**config.mk**
```make
export PLATFORM = sky130hd
export DESIGN_NAME = uart_telemetry_framer
export DESIGN_NICKNAME = d
export VERILOG_FILES = /design/src/rtl/uart_telemetry_framer.sv
export SDC_FILE = /design/constraint.sdc
export NUM_CORES = 1
export LEC_CHECK = 0
export BUFFER_PORTS_ARGS = -buffer_cell sky130_fd_sc_hd__buf_2
export CORE_ASPECT_RATIO = 0.6
export CORE_MARGIN = 2
export CORE_UTILIZATION = 45
export CTS_CLUSTER_SIZE = 8
export DETAILED_ROUTE_END_ITERATION = 10
export GPL_ROUTABILITY_DRIVEN = 0
export PLACE_DENSITY_LB_ADDON = 0.08
export SETUP_SLACK_MARGIN = 0.5
export SKIP_CTS_REPAIR_TIMING = 1
export SYNTH_ARGS = -nofsm -noshare
export SYNTH_HDL_FRONTEND = slang
export SYNTH_SLANG_ARGS = --single-unit
export TNS_END_PERCENT = 20
```
**constraint.sdc**
```tcl
create_clock -name sys_clk -period 4.3 [get_ports sys_clk]
set_input_delay 0.43 -clock sys_clk [delete_from_list [all_inputs] [get_ports sys_clk]]
set_output_delay 0.43 -clock sys_clk [all_outputs]
set_load 0.005 [all_outputs]
```
**src/rtl/uart_telemetry_framer.sv**
```systemverilog
// Periodic ADC telemetry framer with UART echo path between frames.
// Optional checksum byte is enabled by defining TELEM_CHECKSUM_EN.
module uart_telemetry_framer #(
    parameter int NUM_CH     = 2,
    parameter int DATA_W     = 12,
    parameter int PERIOD_CYC = 100_000_000
) (
    input  logic                     sys_clk,
    input  logic                     sys_rst_n,
    input  logic [NUM_CH*DATA_W-1:0] ch_data,
    output logic [7:0]               tx_data,
    output logic                     tx_data_valid,
    input  logic                     tx_data_ready,
    input  logic [7:0]               rx_data,
    input  logic                     rx_data_valid,
    output logic                     rx_data_ready,
    output logic                     frame_busy,
    output logic                     rx_drop
);

`ifdef TELEM_CHECKSUM_EN
    localparam int FRAME_LEN = 5 + 2 * NUM_CH;
`else
    localparam int FRAME_LEN = 4 + 2 * NUM_CH;
`endif
    localparam int IDX_W = $clog2(FRAME_LEN);
    localparam int CNT_W = $clog2(PERIOD_CYC);
    localparam logic [IDX_W-1:0] LAST_IDX = IDX_W'(FRAME_LEN - 1);
    localparam logic [CNT_W-1:0] CNT_LAST = CNT_W'(PERIOD_CYC - 1);

    localparam logic [1:0] ST_IDLE = 2'd0;
    localparam logic [1:0] ST_SEND = 2'd1;
    localparam logic [1:0] ST_WAIT = 2'd2;

    logic [1:0]               state;
    logic [IDX_W-1:0]         idx;
    logic [7:0]               seq;
    logic [CNT_W-1:0]         cnt;
    logic [NUM_CH*DATA_W-1:0] shadow;
    logic [15:0]              samp [NUM_CH];
    logic [7:0]               cur_byte;
    logic                     expired;

    for (genvar g = 0; g < NUM_CH; g++) begin : g_samp
        assign samp[g] = 16'(shadow[g*DATA_W +: DATA_W]);
    end

    assign expired       = (cnt >= CNT_LAST);
    assign rx_data_ready = (state == ST_WAIT) && !tx_data_valid;

`ifdef TELEM_CHECKSUM_EN
    logic [7:0] chk;

    always_comb begin
        chk = seq + 8'(NUM_CH);
        for (int c = 0; c < NUM_CH; c++) begin
            chk = chk + samp[c][15:8] + samp[c][7:0];
        end
    end
`endif

    // NOTE: every variable assigned in always_comb gets a default first so no latch is inferred.
    always_comb begin
        cur_byte = 8'h00;
        if (idx == IDX_W'(0))      cur_byte = 8'hA5;
        else if (idx == IDX_W'(1)) cur_byte = 8'h5A;
        else if (idx == IDX_W'(2)) cur_byte = seq;
        else if (idx == IDX_W'(3)) cur_byte = 8'(NUM_CH);
        for (int c = 0; c < NUM_CH; c++) begin
            if (idx == IDX_W'(4 + 2 * c)) cur_byte = samp[c][15:8];
            if (idx == IDX_W'(5 + 2 * c)) cur_byte = samp[c][7:0];
        end
`ifdef TELEM_CHECKSUM_EN
        if (idx == LAST_IDX) cur_byte = chk;
`endif
    end

    // NOTE: sequential state uses non-blocking assignments so all registers update from pre-edge values.
    always_ff @(posedge sys_clk or negedge sys_rst_n) begin
        if (!sys_rst_n) begin
            state         <= ST_IDLE;
            idx           <= '0;
            seq           <= 8'h00;
            cnt           <= '0;
            shadow        <= '0;
            tx_data       <= 8'h00;
            tx_data_valid <= 1'b0;
            frame_busy    <= 1'b0;
            rx_drop       <= 1'b0;
        end else begin
            rx_drop <= rx_data_valid && !rx_data_ready;
            if (!expired) cnt <= cnt + CNT_W'(1);

            case (state)
                ST_IDLE: begin
                    state  <= ST_SEND;
                    cnt    <= '0;
                    shadow <= ch_data;
                end
                ST_SEND: begin
                    // Present a byte only after a one-cycle gap with valid low.
                    if (!tx_data_valid) begin
                        tx_data       <= cur_byte;
                        tx_data_valid <= 1'b1;
                        if (idx == IDX_W'(0)) frame_busy <= 1'b1;
                    end else if (tx_data_ready) begin
                        tx_data_valid <= 1'b0;
                        if (idx == LAST_IDX) begin
                            idx        <= '0;
                            seq        <= seq + 8'd1;
                            frame_busy <= 1'b0;
                            state      <= ST_WAIT;
                        end else begin
                            idx <= idx + IDX_W'(1);
                        end
                    end
                end
                ST_WAIT: begin
                    // A pending echo byte defers the next frame; the counter keeps its value.
                    if (tx_data_valid) begin
                        if (tx_data_ready) tx_data_valid <= 1'b0;
                    end else if (rx_data_valid) begin
                        tx_data       <= rx_data;
                        tx_data_valid <= 1'b1;
                    end else if (expired) begin
                        state  <= ST_SEND;
                        cnt    <= '0;
                        shadow <= ch_data;
                    end
                end
                default: state <= ST_IDLE;
            endcase
        end
    end

endmodule

```
Yosys cells after proc, flatten, opt, wreduce, memory -nomap -nowiden
Index checks and enable logic that the tools add are counted.
W data, S select, Z words.
{"block": "classes", "n_shift": 0, "mux": 38, "eq_ne": 19, "n_bitwise": 0, "add_sub_neg": 3, "n_lt_le_gt_ge": 1, "n_div": 0, "reduce_logical": 15, "mul": 0}
{"op": "$mux W27", "n": 4}
{"op": "$mux W8", "n": 10}
{"op": "$mux W24", "n": 3}
{"op": "$pmux W27 S2", "n": 1}
{"op": "$pmux W24 S2", "n": 1}
{"op": "$add A27 B1 Y27 const B", "n": 1}
{"op": "$ge A27 B27 Y1 const B", "n": 1}
{"op": "$ne A2 B2 Y1 const B", "n": 8}
{"op": "$pmux W8 S2", "n": 1}
{"op": "$reduce_and A4 Y1", "n": 4}
{"op": "$mux W2", "n": 7}
{"op": "$eq A3 B3 Y1 const B", "n": 4}
{"op": "$add A8 B1 Y8 const B", "n": 1}
{"op": "$mux W1", "n": 8}
{"op": "$eq A3 B2 Y1 const B", "n": 2}
{"op": "$pmux W2 S3", "n": 1}
{"op": "$reduce_and A6 Y1", "n": 1}
{"op": "$reduce_bool A2 Y1", "n": 3}
{"op": "$ne A2 B1 Y1 const B", "n": 2}
{"op": "$add A3 B1 Y3 const B", "n": 1}
{"op": "$eq A3 B1 Y1 const B", "n": 1}
{"op": "$logic_not A3 Y1", "n": 1}
{"op": "$mux W3", "n": 1}
{"op": "$reduce_and A3 Y1", "n": 1}
{"op": "other kinds (6)", "n": 8}
{"block": "totals", "romBits": 0, "ff_bits": 75, "elab_cells": 85, "in_bits": 36, "ramBits": 0, "latchBits": 0, "memories": 0}

Depth between registers and ports, before layout
Gate-level depths: netlist of run 1.
{"block": "depth", "ltp_word": 11, "ltp_mapped": 11, "depth_no_buf": 8}

Worst setup path before layout of run 1
OpenSTA, ideal clock, no wires.
{"block": "synth_path", "path_kind": "register -> register", "startpoint": "reg cnt[0]", "endpoint": "reg cnt[0]", "path_slack_ns": 1.948, "period_less_slack_ns": 2.352, "path_stages_with_launch": 12, "path_buffers": 3, "t_arrival_ns": 2.213, "t_required_ns": 4.161, "setup_ns": 0.139, "cell_sequence": "dfrtp_1 -> and2_1 -> clkbuf_1 -> o2111ai_1 -> a211oi_4 -> buf_2 -> buf_2 -> nor2_1 -> ha_1 -> o21ai_0 -> o311ai_0 -> o21ai_0"}
{"block": "synth_between", "elab_chain_len": 6, "word_cells_on_any_way": 7}
{"element": "start, declared", "line_no": "38", "rtl": "logic [CNT_W-1:0] cnt;"}
{"element": "start signal, assigned", "line_no": "92", "rtl": "if (!expired) cnt <= cnt + CNT_W'(1);"}
{"element": "$add A27 B1 Y27 or $ge A27 B27 Y1 (tied branches)", "line_no": "92, 48"}
{"element": "$mux W27", "line_no": "92"}
{"element": "$mux W27", "line_no": "125", "rtl": "end else if (expired) begin"}
{"element": "$mux W27", "line_no": "122", "rtl": "end else if (rx_data_valid) begin"}
{"element": "$mux W27", "line_no": "120", "rtl": "if (tx_data_valid) begin"}
{"element": "$pmux W27 S2 (*)", "line_no": "94", "rtl": "case (state)"}
Every way passes the cells marked *; elsewhere a longest branch is shown, timed or not.
A chain may end at the register's enable or synchronous reset.

Worst setup path in the final report of run 1
Ends and elaborated chain as after synthesis.

==> results of run 1 <==
==> final timing paths <==
path	start	to	cells past startpoint
worst max register to register	cnt[0]	cnt[0]	9
worst min-delay path	sys_rst_n	tx_data[0]	1
worst min register to register	shadow[11]	shadow[11]	1
max in group asynchronous	sys_rst_n	cnt[25]	1
worst max-delay path	cnt[0]	cnt[0]	9
min in group sys_clk	ch_data[10]	shadow[10]	2
==> Yosys cell counts, types with 2 or more instances <==
cell type / n / area, um2
o31a_1: 2 / 17.5
nor2b_1: 2 / 12.5
a211o_1: 2 / 17.5
o211ai_1: 6 / 45.0
nand4_1: 14 / 87.6
nand2_1: 33 / 124
nand3_1: 13 / 65.1
and3_2: 2 / 15.0
dfrtp_1: 75 / 1880
nor2_1: 23 / 86.3
buf_6: 4 / 45.0
and4_1: 3 / 26.3
o2bb2ai_1: 2 / 17.5
xor2_1: 3 / 26.3
a21oi_1: 32 / 160
nor3_1: 5 / 25.0
mux2_1: 7 / 78.8
a221oi_1: 3 / 26.3
mux2_2: 17 / 191
or4_4: 4 / 45.0
or2_2: 2 / 12.5
xnor2_1: 6 / 52.6
buf_2: 5 / 25.0
a31oi_1: 6 / 37.5
or4_1: 11 / 82.6
mux2i_1: 3 / 30.0
o31ai_1: 15 / 113
inv_1: 13 / 48.8
a21oi_2: 3 / 26.3
or3_1: 8 / 50.1
buf_4: 2 / 15.0
and3_1: 4 / 25.0
ha_1: 12 / 150
o21ai_0: 28 / 140
clkbuf_1: 12 / 45.0
==> sequential cells by signal, indices dropped and copies added (netlist names) <==
signal	flops
cnt	27
shadow	24
seq	8
tx_data	8
idx	3
state	2
frame_busy	1
rx_drop	1
tx_data_valid	1
==> per-layer routing <==
metal,global-route usage,vias up,part of all wire
met2,0.267,130,0.37
met3,0.0628,11,0.086
met1,0.371,1635,0.54
li1,-,1586,-
met5,0,-,0
met4,0.0571,0,0.0096
==> kinds of logic (layout without fill, tap and decap cells) <==
logic type,after synthesis,in the layout,synth area share
multiplexers,27,27,0.0732
adder cells (fa/ha/maj),12,12,0.0366
buffers and inverters,37,77,0.0473
flip-flops,75,75,0.458
XOR/XNOR,9,9,0.0192
AND/OR/NAND/NOR,134,134,0.186
AO/OA/AOI/OAI,111,111,0.180
==> power by group through the flow <==
stage | Sequential, mW | Combinational, mW | Clock (mW)
floorplan | 1.00 | 0.679 | 0
global placement | 1.06 | 0.829 | 0
detailed placement | 1.07 | 0.850 | 0
CTS | 1.06 | 0.855 | 0.766
global route | 1.09 | 0.956 | 0.802
finish | 1.06 | 0.855 | 0.753
==> placed cells by master (no fill, tap or decap), drive strengths merged, types with 2 or more instances in the layout <==
cell type / netlist / routed
mux2i: 3 / 3
a211o: 2 / 2
or2: 2 / 2
clkbuf: 12 / 10
nand4: 15 / 15
ha: 12 / 12
nor2: 23 / 23
or4: 15 / 15
and4: 3 / 3
nand3: 14 / 14
or3: 10 / 10
xnor2: 6 / 6
mux2: 24 / 24
a21oi: 35 / 35
nand2: 33 / 33
and3: 6 / 6
buf: 12 / 48
dfrtp: 75 / 75
clkinv: 0 / 2
nor3: 6 / 6
clkinvlp: 0 / 3
a221oi: 3 / 3
a31oi: 6 / 6
nor2b: 2 / 2
o211ai: 6 / 6
o21ai: 28 / 28
xor2: 3 / 3
o2bb2ai: 2 / 2
o31a: 2 / 2
inv: 13 / 13
o31ai: 15 / 15
==> layout make-up <==
cell class | instances | area [um2] | share of cell area
repair buffers | 48 | 245 | 0.0529
clock inverters | 6 | 66.3 | 0.0143
multi-input cells | 293 | 2030 | 0.438
well taps | 112 | 140 | 0.0302
flip-flops and latches | 75 | 1880 | 0.405
clock buffers | 10 | 229 | 0.0494
inverters | 13 | 48.8 | 0.0105
==> qor.txt, run 1 <==
status = finished, final reports clean
post-synthesis sequential area ratio = 0.458
Final Instance Area = 4640 um2
CTS root buffer = clkbuf_16
Max Cap Violations = 0
sw frac = 0.354
CTS H-tree depth = 3
ys flop type = dfrtp_1
wire per inst = 18.5 um
ys async rst share = 1.00
Slew @ Worst Pin = 965 ps
Clock Sink Count = 75
antenna cells = 0
Slew Limit Fails = 0
first-pass GRT wire length = 16900 um
Ports = 48
r2r setup slk = 1620 ps
Slew headroom = 0.357
Peak Freq = 373 MHz
Place WS = 1640 ps
fin cells = 557
cts bufs inserted = 9
sw power = 0.945 mW
CP max FO = 43
Synth Register Bits = 75
Min-Delay Path Class = in2async
Combinational Power Share = 0.321
Internal = 1.72 mW
Syn Area/Cell = 10.1 um2
count of input and output buffers = 47
Vias = 3362
DP Area = 4340 um2
vias in the first global route = 3124
Synth cell types = 58
Req. time, crit path = 4500 ps
placed insts = 541
Mapped Area = 4100 um2
DRC viols = 0
worst IR drop on VDD = 0.000289 V
slowest CP cell = ha_1
arrival time worst endpoint = 2880 ps
Clk pwr share = 0.282
post-synthesis cell count = 405
Worst Slack Setup Final = 1620 ps
vias per cell = 6.04
Final Hold Viols = 0
die area = 9920 um2
Congestion Overflow GR = 0
CP Capture Type = flop
die width = 127 um
yosys warns = 0
WHS = 242 ps
total power = 2.67 mW
final setup fails = 0
die height = 78.0 um
Critical Path Max Stage Delay = 400 ps
static leakage = 1.93 nW
Final Net Count = 488
layout cells sized above 1 = 0.229
starting DRC count in detailed routing = 347
setup TNS = 0 ps
pwr/cell area = 575 nW/um2
clk buf depth = 2
Largest delay share family, worst path = compound AO/OA/AOI/OAI gates
Syn Nets = 453
CTS tree = yes
row cnt = 26
Tcrit/Tclk final = 0.623
Area growth syn-to-layout = 13.1%
GRT Util Overall = 0.222
initial antenna violation count = 0
post-layout min period = 2680 ps
dpl hpwl = 7400 um
clk slew on worst S/H paths = 60 ps
Buf+Inv Stages, Crit Path = 1
FILL cells = 807
kind of critical path = reg2reg
initial core utilization = 0.472
RSZ-0062 raised after global routing = false
EDFF count, synth = 0
largest net degree at the start of global routing = 76
area of the core = 8690 um2
fin util = 0.534
crit-path cells = ha_1 -> o2111ai_1 -> a211oi_4 -> buf_4 -> nor2_1 -> ha_1 -> o21ai_0 -> o311ai_0 -> o21ai_0
Antenna Nets Post-Route = 0
First-pass DRT Iterations = 5
worst skew pair latency = 340 ps
Reg power frac = 0.397
Layout Skew = 5.77 ps
crit path launch type = flop
WL final = 10300 um
Power figures use the tool's default switching activity.
==> inputs of run 2 (changes only) <==
clock period = 2.5 ns   (was 4.3 ns; I/O delays follow)
==> run 2 against run 1 <==
Compared with the run above: flip-flop and latch count did not move; routed wire length rose by 8.0%; critical path depth fell by 3; power rose by 81%; core utilization rose by 4.4 points; setup slack got worse by 1300 ps; global-route usage fell by 0.38 points.
==> qor.txt, run 2 (synthesized netlist as in run 1, its figures left out) <==
setup TNS = 0 ps
pwr/cell area = 959 nW/um2
status = finished, final reports clean
Min-Delay Path Class = in2async
antenna cells = 0
Vias = 3494
DRC viols = 0
Final Hold Viols = 0
cts bufs inserted = 9
Buf+Inv Stages, Crit Path = 1
Regs by FF count = cnt (27), shadow (24)
Req. time, crit path = 2770 ps
Critical Path Max Stage Delay = 550 ps
CTS root buffer = clkbuf_16
initial antenna violation count = 0
starting DRC count in detailed routing = 280
CP Capture Type = flop
kind of critical path = reg2reg
Ports = 48
Peak Freq = 453 MHz
fin cells = 587
Place WS = 229 ps
Largest delay share family, worst path = simple AND/OR/NAND/NOR gates
Tcrit/Tclk final = 0.884
RSZ-0062 raised after global routing = true
total power = 4.82 mW
Worst Slack Setup Final = 290 ps
count of input and output buffers = 47
static leakage = 2.08 nW
fin util = 0.578
crit-path cells = and3_2 -> a32oi_4 -> buf_4 -> nand2_1 -> or4_4 -> a21oi_2
vias in the first global route = 2993
commonest cells after routing, fill and taps aside = dfrtp_1, buf_2, nand2_1
Max Cap Violations = 0
CP max FO = 9
placed insts = 552
initial core utilization = 0.472
clk buf depth = 2
row cnt = 26
die height = 78.0 um
Slew headroom = 0.358
max reg flops = 27
final setup fails = 0
crit path launch type = flop
Antenna Nets Post-Route = 0
area of the core = 8690 um2
Final Net Count = 518
Area growth syn-to-layout = 22.5%
CTS H-tree depth = 3
register area = 1880 um2
die width = 127 um
arrival time worst endpoint = 2480 ps
area of the multi-input gates = 2160 um2
layout cells sized above 1 = 0.316
Congestion Overflow GR = 0
GRT Util Overall = 0.218
worst skew pair latency = 340 ps
slowest CP cell = or4_4
Biggest register = cnt
CTS tree = yes
First-pass DRT Iterations = 5
WL final = 11100 um
Slew @ Worst Pin = 963 ps
leading cell type in the layout, fill and taps excluded = dfrtp_1
vias per cell = 5.95
clk slew on worst S/H paths = 60 ps
FILL cells = 765
worst IR drop on VDD = 0.000501 V
Slew Limit Fails = 0
Clock Sink Count = 75
post-layout min period = 2210 ps
wire per inst = 19.0 um
largest net degree at the start of global routing = 76
die area = 9920 um2
first-pass GRT wire length = 16600 um
Layout Skew = 4.04 ps
dpl hpwl = 7330 um
## run 2: stage by stage
step                hold slack (ps)  cell area, um2
floorplan                     -45.6            4140
global placement                469            4450
detailed placement              470            4450
CTS                             113            4740
global route                    120            5020
finish                         56.8            5020
## run 2: worst paths after layout
path	from	end	slack [ps]	cells after the start
worst max-delay path	cnt[24]	cnt[4]	290	6
worst min-delay path	sys_rst_n	cnt[2]	60	1
worst max register to register	cnt[24]	cnt[4]	290	6
worst min register to register	shadow[1]	shadow[1]	490	1
max in group asynchronous	sys_rst_n	cnt[20]	1760	1
min in group sys_clk	ch_data[10]	shadow[10]	120	2
## run 2: power by group
part	total [mW]	switching (mW)	internal (mW)
Sequential	1.81	0.263	1.55
Clock	1.29	0.517	0.772
Combinational	1.71	0.931	0.783
## run 2: per-layer routing
| metal | GRT usage | vias to the layer above | share of wire |
|---|---|---|---|
| li1 | - | 1662 | - |
| met1 | 0.375 | 1736 | 0.54 |
| met2 | 0.258 | 92 | 0.40 |
| met3 | 0.0593 | 4 | 0.060 |
| met4 | 0.0429 | 0 | 0.0026 |
| met5 | 0 | - | 0 |
## run 2: worst register-to-register path, delay by kind of cell, from the launching register on
| family | cells | cell delay, ps |
|---|---|---|
| AND/OR/NAND/NOR | 3 | 1050 |
| AO/OA/AOI/OAI | 2 | 460 |
| flip-flops | 1 | 410 |
| buffers and inverters | 1 | 220 |
## run 2: cell type report
type                       count  area share
clock buffer                  10      0.0456
clock inverter                 6      0.0132
inverter                      13     0.00972
multi-input combinational    295       0.429
sequential                    75       0.374
tap                          112      0.0279
timing repair buffer          76      0.0999
==> inputs of run 3 (changes only) <==
CORE_UTILIZATION = 42   (was 45)
==> run 3 against run 2 <==
Compared with the run above: the run now ends with negative hold slack left; largest cell class unchanged; setup slack worse by 48 ps; flip-flop and latch count stayed put; via count rose by 2.1%; clock skew rose by 2.4 ps; cell area increased by 5.0%; combinational power rose by 12%.
==> qor.txt, run 3 (synthesized netlist as in run 1, its figures left out) <==
max layer used = met4
CP Capture Type = flop
crit-path cells = or4_4 -> nor3_4 -> a211oi_4 -> buf_4 -> o221a_4 -> buf_12 -> mux2_1
Max Cap Violations = 0
final setup fails = 0
CTS H-tree depth = 3
die height = 80.5 um
largest net degree at the start of global routing = 52
vias per cell = 5.74
die area = 10600 um2
Critical Path Max Stage Delay = 530 ps
Layout Skew = 6.48 ps
pwr/cell area = 954 nW/um2
Regs by FF count = cnt (27), shadow (24)
Slew Limit Fails = 0
CP max FO = 15
Slew @ Worst Pin = 697 ps
Min-Delay Path Class = in2async
arrival time worst endpoint = 2480 ps
antenna cells = 0
crit path launch type = flop
Area growth syn-to-layout = 28.6%
Tcrit/Tclk final = 0.903
WHS = -49.2 ps
RSZ-0062 raised after global routing = true
Ports = 48
layout cells sized above 1 = 0.360
fin util = 0.565
die width = 132 um
WL final = 11900 um
vias in the first global route = 3270
Congestion Overflow GR = 0
post-layout min period = 2260 ps
Met1 Routed Length = 6230 um
slowest CP cell = or4_4
max reg flops = 27
worst skew pair latency = 340 ps
leading cell type in the layout, fill and taps excluded = dfrtp_1
worst IR drop on VDD = 0.000504 V
Clock Sink Count = 75
first-pass GRT wire length = 17600 um
CTS root buffer = clkbuf_16
count of input and output buffers = 47
area of the core = 9320 um2
starting DRC count in detailed routing = 329
setup TNS = 0 ps
wire per inst = 19.1 um
initial core utilization = 0.440
clk buf depth = 2
dpl hpwl = 7960 um
Biggest register = cnt
static leakage = 2.22 nW
total power = 5.03 mW
CTS tree = yes
Final Net Count = 535
Final Hold Viols = 50
DRC viols = 0
Peak Freq = 443 MHz
routed wl met3 = 834 um
GRT Util Overall = 0.217
DP Area = 4550 um2
WL met2 = 4730 um
clk slew on worst S/H paths = 60 ps
Slew headroom = 0.536
status = finished, violations left
Req. time, crit path = 2720 ps
failing checks = negative hold slack
Final Instance Area = 5270 um2
First-pass DRT Iterations = 7
cts bufs inserted = 9
commonest cells after routing, fill and taps aside = dfrtp_1, buf_2, buf_4
Vias = 3569
Antenna Nets Post-Route = 0
initial antenna violation count = 0
row cnt = 27
kind of critical path = reg2reg
run 3: worst paths after layout:
path	end	start	slack [ps]	cells past startpoint
worst min register to register	seq[7]	seq[7]	470	1
worst max-delay path	shadow[14]	cnt[11]	240	7
worst max register to register	shadow[14]	cnt[11]	240	7
worst min-delay path	cnt[3]	sys_rst_n	-50	1
max in group asynchronous	tx_data[6]	sys_rst_n	1950	2
min in group sys_clk	shadow[1]	ch_data[1]	120	2
run 3: per-stage QoR:
step           instances  setup WS (ps)
2_1_floorplan        405            371
3_3_place_gp         577            278
3_5_place_dp         577            222
4_1_cts              593            221
5_1_grt              622            187
6_report             622            242
run 3: power by group:
group          internal [mW]  switching [mW]
sequential              1.55           0.255
clock                  0.778           0.542
combinational          0.907            1.00
run 3: metal layers:
metal / up-vias / track usage
li1: 1671 / -
met1: 1766 / 0.337
met2: 121 / 0.291
met3: 11 / 0.0562
met4: 0 / 0.0587
met5: - / 0
run 3: final cells by class:
type	instances	area, um2
inverters	13	48.8
fillers	884	4050
well taps	130	163
clock inverters	7	75.1
clock buffers	9	225
repair buffers	95	738
multi-input cells	293	2140
flip-flops and latches	75	1880
run 3: worst max-delay path, delay by kind of cell, from the launching register on:
| kind | cells | cell delay (ps) |
|---|---|---|
| multiplexers | 1 | 320 |
| AND/OR/NAND/NOR | 2 | 710 |
| AO/OA/AOI/OAI | 2 | 370 |
| buffers and inverters | 2 | 320 |
| flip-flops | 1 | 400 |
